==> config.mk <==
export PLATFORM = sky130hd
export DESIGN_NAME = mem_resp_stage_flat
export DESIGN_NICKNAME = d
export VERILOG_FILES = /design/src/rtl/mem_resp_stage_pkg.sv /design/src/rtl/mem_resp_stage_if.sv /design/src/rtl/mem_load_align.sv /design/src/rtl/mem_resp_stage.sv /design/src/flat_wrapper.sv
export SDC_FILE = /design/constraint.sdc
export NUM_CORES = 1
export LEC_CHECK = 0
export ABC_AREA = 1
export BUFFER_PORTS_ARGS = -buffer_cell sky130_fd_sc_hd__buf_4
export CORE_AREA = 8 8 209 211
export CTS_BUF_LIST = sky130_fd_sc_hd__clkbuf_4
export CTS_CLUSTER_DIAMETER = 80
export DETAILED_ROUTE_END_ITERATION = 10
export DIE_AREA = 0 0 217 219
export PLACE_DENSITY = 0.56
export SKIP_CTS_REPAIR_TIMING = 1
export SYNTH_ARGS = -nofsm -noshare
export SYNTH_HDL_FRONTEND = slang
export SYNTH_HIERARCHICAL = 1
export SYNTH_SLANG_ARGS = --single-unit
==> constraint.sdc <==
create_clock -name clk -period 3.8 [get_ports clk]
set_input_delay 0.76 -clock clk [delete_from_list [all_inputs] [get_ports clk]]
set_output_delay 0.76 -clock clk [all_outputs]
set_load 0.005 [all_outputs]
==> src/rtl/mem_resp_stage_pkg.sv <==
// rtl/mem_resp_stage_pkg.sv - shared load encodings, bus widths and parameter checks for the M stage
package mem_resp_stage_pkg;

    localparam int LD_OP_W     = 4;
    localparam int MD_DEST_W   = 5;
    localparam int MD_RESULT_W = 32;

    typedef enum logic [LD_OP_W-1:0] {
        LD_NONE = 4'b0000,
        LD_B    = 4'b0001,
        LD_H    = 4'b0011,
        LD_BU   = 4'b0101,
        LD_HU   = 4'b0111,
        LD_W    = 4'b1111
    } ld_op_e;

    function automatic bit data_w_legal(input int w);
        return (w == 32) || (w == 64);
    endfunction

endpackage

==> src/rtl/mem_resp_stage_if.sv <==
// rtl/mem_resp_stage_if.sv - EX->M and M->WB pipeline handshake bundle
interface mem_resp_stage_if #(
    parameter int DATA_W = 32,
    parameter int PAY_W  = 200
);
    localparam int AW = $clog2(DATA_W / 8);

    logic             EM_valid;
    logic             M_allowin;
    logic [PAY_W-1:0] EM_payload;
    logic [31:0]      EM_result;
    logic             EM_req;
    logic [3:0]       EM_ld_op;
    logic [AW-1:0]    EM_addr_lo;
    logic             EM_gr_we;
    logic [4:0]       EM_dest;

    logic             W_allowin;
    logic             MW_valid;
    logic [PAY_W-1:0] MW_payload;
    logic [31:0]      MW_result;
    logic             MW_gr_we;
    logic [4:0]       MW_dest;

    modport master (
        output EM_valid, EM_payload, EM_result, EM_req, EM_ld_op, EM_addr_lo,
               EM_gr_we, EM_dest, W_allowin,
        input  M_allowin, MW_valid, MW_payload, MW_result, MW_gr_we, MW_dest
    );

    modport slave (
        input  EM_valid, EM_payload, EM_result, EM_req, EM_ld_op, EM_addr_lo,
               EM_gr_we, EM_dest, W_allowin,
        output M_allowin, MW_valid, MW_payload, MW_result, MW_gr_we, MW_dest
    );

endinterface

==> src/rtl/mem_load_align.sv <==
// rtl/mem_load_align.sv - selects the addressed lane of the read bus and extends it to 32 bits
module mem_load_align
    import mem_resp_stage_pkg::*;
#(
    parameter int DATA_W = 32,
    parameter int AW     = $clog2(DATA_W / 8)
) (
    input  logic [DATA_W-1:0] data,
    input  logic [AW-1:0]     addr_lo,
    input  logic [3:0]        ld_op,
    output logic [31:0]       result
);

    logic [31:0] word_v;
    logic [15:0] half_v;
    logic [7:0]  byte_v;
    logic        half_ok;
    logic        word_ok;

    // Shifting by the byte offset puts every lane at bit 0, so one slice serves all widths.
    assign word_v  = 32'(data >> {addr_lo, 3'b000});
    assign half_v  = word_v[15:0];
    assign byte_v  = word_v[7:0];
    assign half_ok = !addr_lo[0];
    assign word_ok = (addr_lo[1:0] == 2'b00);

    always_comb begin
        result = 32'h0;
        case (ld_op)
            LD_B:  result = {{24{byte_v[7]}}, byte_v};
            LD_BU: result = {24'h0, byte_v};
            LD_H:  result = half_ok ? {{16{half_v[15]}}, half_v} : 32'h0;
            LD_HU: result = half_ok ? {16'h0, half_v} : 32'h0;
            LD_W:  result = word_ok ? word_v : 32'h0;
            default: result = 32'h0;
        endcase
    end

endmodule

==> src/rtl/mem_resp_stage.sv <==
// rtl/mem_resp_stage.sv - M pipeline stage: waits for data-SRAM responses, aligns loads, drops orphaned responses
module mem_resp_stage
    import mem_resp_stage_pkg::*;
#(
    parameter int DATA_W     = 32,
    parameter int PAY_W      = 200,
    parameter int CANCEL_MAX = 3
) (
    input  logic                   clk,
    input  logic                   rstn,
    mem_resp_stage_if.slave        bus,
    input  logic                   data_rvalid,
    input  logic [DATA_W-1:0]      data_rdata,
    input  logic                   ex_en,
    output logic [MD_DEST_W-1:0]   MD_dest,
    output logic [MD_RESULT_W-1:0] MD_result,
    output logic                   MD_stall,
    output logic                   resp_err
);

    localparam int AW = $clog2(DATA_W / 8);
    localparam int CW = $clog2(CANCEL_MAX + 1);
    localparam int SW = CW + 2;

    if (!data_w_legal(DATA_W)) begin : g_bad_data_w
        $error("mem_resp_stage: DATA_W must be 32 or 64");
    end

    logic              M_valid;
    logic [PAY_W-1:0]  payload_M;
    logic [31:0]       result_M;
    logic              req_M;
    logic [3:0]        ld_op_M;
    logic [AW-1:0]     addr_lo_M;
    logic              gr_we_M;
    logic [4:0]        dest_M;
    logic              data_buf_v;
    logic [DATA_W-1:0] data_buf;
    logic [CW-1:0]     cancel_cnt;
    logic [CW-1:0]     cancel_nxt;
    logic [SW-1:0]     cnt_sum;

    logic              data_ok;
    logic              ready_go;
    logic              cancel_full;
    logic              m_allowin;
    logic              accept;
    logic              leave;
    logic              discard;
    logic              consume;
    logic              stray;
    logic              orphan_m;
    logic              orphan_ex;
    logic [DATA_W-1:0] load_data;
    logic [31:0]       load_result;
    logic [31:0]       final_result;

    assign data_ok     = data_buf_v || (data_rvalid && (cancel_cnt == '0));
    assign ready_go    = !req_M || data_ok;
    assign cancel_full = (cancel_cnt == CW'(CANCEL_MAX));
    assign m_allowin   = !cancel_full && (!M_valid || (ready_go && bus.W_allowin));
    assign accept      = bus.EM_valid && m_allowin && !ex_en;
    assign leave       = M_valid && ready_go && bus.W_allowin;

    // Orphans are drained first; only then can a response belong to the instruction in M.
    assign discard = data_rvalid && (cancel_cnt != '0);
    assign consume = data_rvalid && (cancel_cnt == '0) && M_valid && req_M && !data_buf_v;
    assign stray   = data_rvalid && (cancel_cnt == '0) && !(M_valid && req_M && !data_buf_v);

    assign orphan_m  = M_valid && req_M && !data_ok;
    assign orphan_ex = bus.EM_valid && bus.EM_req && m_allowin;

    always_comb begin
        cnt_sum = SW'(cancel_cnt) - SW'(discard);
        if (ex_en) begin
            cnt_sum = cnt_sum + SW'(orphan_m) + SW'(orphan_ex);
        end
        if (cnt_sum > SW'(CANCEL_MAX)) begin
            cancel_nxt = CW'(CANCEL_MAX);
        end else begin
            cancel_nxt = cnt_sum[CW-1:0];
        end
    end

    always_ff @(posedge clk or negedge rstn) begin
        if (!rstn) begin
            M_valid <= 1'b0;
        end else if (ex_en) begin
            M_valid <= 1'b0;
        end else if (m_allowin) begin
            M_valid <= bus.EM_valid;
        end
    end

    always_ff @(posedge clk or negedge rstn) begin
        if (!rstn) begin
            payload_M <= '0;
            result_M  <= '0;
            req_M     <= 1'b0;
            ld_op_M   <= '0;
            addr_lo_M <= '0;
            gr_we_M   <= 1'b0;
            dest_M    <= '0;
        end else if (accept) begin
            payload_M <= bus.EM_payload;
            result_M  <= bus.EM_result;
            req_M     <= bus.EM_req;
            ld_op_M   <= bus.EM_ld_op;
            addr_lo_M <= bus.EM_addr_lo;
            gr_we_M   <= bus.EM_gr_we;
            dest_M    <= bus.EM_dest;
        end
    end

    // A consumed response is held here so the request is never re-issued while WB stalls.
    always_ff @(posedge clk or negedge rstn) begin
        if (!rstn) begin
            data_buf_v <= 1'b0;
            data_buf   <= '0;
        end else if (ex_en || leave) begin
            data_buf_v <= 1'b0;
        end else if (consume) begin
            data_buf_v <= 1'b1;
            data_buf   <= data_rdata;
        end
    end

    always_ff @(posedge clk or negedge rstn) begin
        if (!rstn) begin
            cancel_cnt <= '0;
            resp_err   <= 1'b0;
        end else begin
            cancel_cnt <= cancel_nxt;
            if (stray) begin
                resp_err <= 1'b1;
            end
        end
    end

    assign load_data = data_buf_v ? data_buf : data_rdata;

    mem_load_align #(
        .DATA_W (DATA_W),
        .AW     (AW)
    ) u_align (
        .data    (load_data),
        .addr_lo (addr_lo_M),
        .ld_op   (ld_op_M),
        .result  (load_result)
    );

    assign final_result = (ld_op_M != LD_NONE) ? load_result : result_M;

    assign bus.M_allowin  = m_allowin;
    assign bus.MW_valid   = M_valid && ready_go;
    assign bus.MW_payload = payload_M;
    assign bus.MW_result  = final_result;
    assign bus.MW_gr_we   = gr_we_M;
    assign bus.MW_dest    = dest_M;

    assign MD_dest   = (M_valid && gr_we_M) ? dest_M : '0;
    assign MD_result = final_result;
    assign MD_stall  = M_valid && gr_we_M && req_M && (ld_op_M != LD_NONE) && !data_ok;

endmodule

==> src/flat_wrapper.sv <==
// flat-port wrapper written by rule: the top's interface ports become plain ports
module mem_resp_stage_flat import mem_resp_stage_pkg::*;
#(
    parameter int DATA_W     = 32,
    parameter int PAY_W      = 200,
    parameter int CANCEL_MAX = 3
)
  (clk, rstn, data_rvalid, data_rdata, ex_en, MD_dest, MD_result, MD_stall, resp_err, bus_EM_valid, bus_EM_payload, bus_EM_result, bus_EM_req, bus_EM_ld_op, bus_EM_addr_lo, bus_EM_gr_we, bus_EM_dest, bus_W_allowin, bus_M_allowin, bus_MW_valid, bus_MW_payload, bus_MW_result, bus_MW_gr_we, bus_MW_dest);
  mem_resp_stage_if #(.DATA_W(DATA_W), .PAY_W(PAY_W)) bus_i ();
  input  logic clk;
  input  logic rstn;
  input  logic data_rvalid;
  input  logic [DATA_W-1:0] data_rdata;
  input  logic ex_en;
  output logic [MD_DEST_W-1:0] MD_dest;
  output logic [MD_RESULT_W-1:0] MD_result;
  output logic MD_stall;
  output logic resp_err;
  input wire logic [$bits(bus_i.EM_valid)-1:0] bus_EM_valid;
  input wire logic [$bits(bus_i.EM_payload)-1:0] bus_EM_payload;
  input wire logic [$bits(bus_i.EM_result)-1:0] bus_EM_result;
  input wire logic [$bits(bus_i.EM_req)-1:0] bus_EM_req;
  input wire logic [$bits(bus_i.EM_ld_op)-1:0] bus_EM_ld_op;
  input wire logic [$bits(bus_i.EM_addr_lo)-1:0] bus_EM_addr_lo;
  input wire logic [$bits(bus_i.EM_gr_we)-1:0] bus_EM_gr_we;
  input wire logic [$bits(bus_i.EM_dest)-1:0] bus_EM_dest;
  input wire logic [$bits(bus_i.W_allowin)-1:0] bus_W_allowin;
  output wire logic [$bits(bus_i.M_allowin)-1:0] bus_M_allowin;
  output wire logic [$bits(bus_i.MW_valid)-1:0] bus_MW_valid;
  output wire logic [$bits(bus_i.MW_payload)-1:0] bus_MW_payload;
  output wire logic [$bits(bus_i.MW_result)-1:0] bus_MW_result;
  output wire logic [$bits(bus_i.MW_gr_we)-1:0] bus_MW_gr_we;
  output wire logic [$bits(bus_i.MW_dest)-1:0] bus_MW_dest;
  assign bus_i.EM_valid = bus_EM_valid;
  assign bus_i.EM_payload = bus_EM_payload;
  assign bus_i.EM_result = bus_EM_result;
  assign bus_i.EM_req = bus_EM_req;
  assign bus_i.EM_ld_op = bus_EM_ld_op;
  assign bus_i.EM_addr_lo = bus_EM_addr_lo;
  assign bus_i.EM_gr_we = bus_EM_gr_we;
  assign bus_i.EM_dest = bus_EM_dest;
  assign bus_i.W_allowin = bus_W_allowin;
  assign bus_M_allowin = bus_i.M_allowin;
  assign bus_MW_valid = bus_i.MW_valid;
  assign bus_MW_payload = bus_i.MW_payload;
  assign bus_MW_result = bus_i.MW_result;
  assign bus_MW_gr_we = bus_i.MW_gr_we;
  assign bus_MW_dest = bus_i.MW_dest;
  mem_resp_stage #(.DATA_W(DATA_W), .PAY_W(PAY_W), .CANCEL_MAX(CANCEL_MAX)) u_core (.clk(clk), .rstn(rstn), .bus(bus_i), .data_rvalid(data_rvalid), .data_rdata(data_rdata), .ex_en(ex_en), .MD_dest(MD_dest), .MD_result(MD_result), .MD_stall(MD_stall), .resp_err(resp_err));
endmodule
==> metrics <==
# DRC 0; Power, Total 11,600 uW; Core Footprint 40,400 sq um; CTS max path bufs 3; Max Cap Viol 0; final max-slew violation count 0; Fmax 285 MHz; Unique masters post-synth 28; share of the synthesized area in the top cell type 52.4%; CTS buffer count 81; Initial DRC Count 954; WL per Instance 19.6 um; CP arrival 2.75 ns; outcome finished clean; Worst setup SP type flip-flop; Seq cells post-synth between 200 and 300; skew final 0.0312 ns; vias in the first global route 13,800; Chip Height between 200 and 250 um; first-pass GRT wire length 83,900 um; crit path to MD_result[19]; Yosys warning count 6; worst hold stages 3; CTS tree built; power per cell area 620 nW/um^2; FF-to-FF Start u_core/data_buf_v; root buffer cell clkbuf_4; Mapped Cells 1,733; RSZ-0062 raised after global routing no; number of port buffers roughly 560; Comb power frac 36.5%; Nets 2,537; clock latency on the worst-skew pair 0.74 ns; layout cells sized above 1 31.7%; aggregate global-route resource usage 22.6%; final setup violation count 0; Mapped Area between 10,000 and 15,000 sq um; via count 13,544; Hold/Removal Path Class in -> reg; FF-to-FF path depth 8; die area 47,500 sq um; Post-Synth Adder-Cell Area less than 1%; Syn Nets 2,020; Final period util between 90 and 100%; most area-consuming cells after synthesis dfrtp_1 52%, nand2_1 24%, nand3_1 11%, buf_4 3.3%, buf_2 1.9%; row cnt 74; largest family of logic cells by synthesized area simple AND/OR/NAND/NOR gates; final hold violation count 0; Worst IR Drop VDD 0.307 mV; Min Clock Period, post-route 3.51 ns; HPWL Detailed 40,200 um; setup TNS 0 ns; post-synthesis compound-gate area fraction less than 1%; Die X 217 um; register-to-register setup slack 1.15 ns; Crit Path Class reg -> out; Slew headroom 7.32%; cell taking the most area after synthesis dfrtp_1; Crit. End Element primary output; Fin Hold WS ~0.24 ns; GPL Wtd Cong 0.892; leakage power approximately 0.011 uW; Pint 7410 uW; clock share of power 24.9%; XOR/XNOR Fraction of Synth Area 0%; pin slew with the least headroom to its limit 1.39 ns; Switching Share 36.4%; most frequent cells in the layout 875 x nand2_1, 573 x buf_4, 290 x nand3_1, 282 x dfrtp_1, 117 x clkbuf_4; Starting Density between 30% and 40%; largest net degree at the start of global routing 219; antenna violations before repair 5; GRT overflow 0; Antenna Nets Post-Route 0; Simple-Gate Fraction of Synth Area 38.4%; area delta synth->final 39.4%; H-Tree Depth 3; Sw Pwr about 4200 uW; commonest non-fill, non-tap cell in the layout nand2_1; mux share of post-synthesis cell area 0%; Mapped Avg Cell Area 7.76 sq um; Seq/Total Area, Yosys 52.4%; crit path max fanout 17; Sink Count 282; drt pass-1 iters 5; beginning of the critical path u_core/data_buf_v; Worst EP required 3.04 ns; Via density ~4.8; total wire length 55,700 um; Clock transition at path regs 0.07 ns; I/O Pins around 560; Worst R2R End u_core/bus.MW_payload[40]; Reg power frac 38.6%
[logic make-up after synthesis]
family | after synthesis
adders and majority gates | 4
DFF | 282
AOI/OAI and AO/OA | 9
and+or+nand+nor | 1235
buffers and inverters | 203
[worst min-delay path by stage]
stage,slack [ns],start,endpoint
3_5_place_dp,0.46,u_core/data_buf[9],u_core/data_buf[9]
6_report,0.24,bus_EM_payload[99],u_core/bus.MW_payload[99]
2_1_floorplan,0.44,u_core/data_buf[30],u_core/data_buf[30]
4_1_cts,-0.08,rstn,u_core/data_buf[11]
5_1_grt,0.15,bus_EM_payload[158],u_core/bus.MW_payload[158]
3_3_place_gp,0.45,u_core/data_buf[8],u_core/data_buf[8]
[final cells by class]
cell class	instances	area, sq um
Clock inverter	19	129
Clock buffer	117	878
Sequential cell	282	7060
Inverter	53	201
Fill cell	4080	21600
Multi-Input combinational cell	1248	5320
Antenna cell	3	7.51
Timing Repair Buffer	584	4510
Tap cell	532	666
[sequential cells by signal, indices dropped and copies added (netlist names)]
signal	flops
u_core/resp_err	1
u_core/bus.MW_gr_we	1
u_core/ld_op_M	4
u_core/cancel_cnt	2
u_core/M_valid	1
u_core/data_buf	32
u_core/data_buf_v	1
u_core/addr_lo_M	2
u_core/bus.MW_dest	5
u_core/bus.MW_payload	200
u_core/req_M	1
u_core/result_M	32
[metrics by stage]
step	area (sq um)	worst slack [ns]	util, %	std cells
after floorplan	13500	1.26	-	1733
final	18800	0.293	46.5	2838
after global routing	18800	0.0358	46.5	2838
after global placement	17700	1.02	43.9	2698
after detailed placement	17700	0.993	43.9	2698
after CTS	18700	0.210	46.4	2834
[synth_stat cells, drive strengths merged]
cell    number
a21oi        1
and2         4
buf        125
clkbuf      25
dfrtp      282
fa           1
ha           3
inv         53
nand2      884
nand3      293
nand4       33
nor2        19
nor3         1
o211ai       4
o21a         1
o21ai        2
o21bai       1
or2          1
[critical path: stages, from the launching register on]
cell and delay [ns]:
dfrtp_1 0.37, inv_1 0.15, buf_4 0.26, nand2_1 0.08, nand2_1 0.15, nand3_2 0.10, nand2_1 0.11, nand2_2 0.21
nand2_1 0.14, inv_1 0.05, nand2_1 0.05, nand2_1 0.05, nand2_1 0.15, buf_4 0.14
[power groups by stage]
stage / logic, uW / clock network, uW / registers, uW
2_1_floorplan: 1990 / 0 / 4490
3_3_place_gp: 4300 / 0 / 4490
3_5_place_dp: 4330 / 0 / 4510
4_1_cts: 4330 / 3020 / 4490
5_1_grt: 4700 / 3180 / 4610
6_report: 4250 / 2900 / 4490
[per-layer routing]
metal	up-vias	global-route usage (%)	part of all wire, %
met3	109	8.21	9.8
met1	6363	26.2	38
met5	-	0	0.048
met2	559	37.3	48
met4	4	10.2	3.6
li1	6509	-	-
No activity file was read; power rests on OpenSTA's default activity.
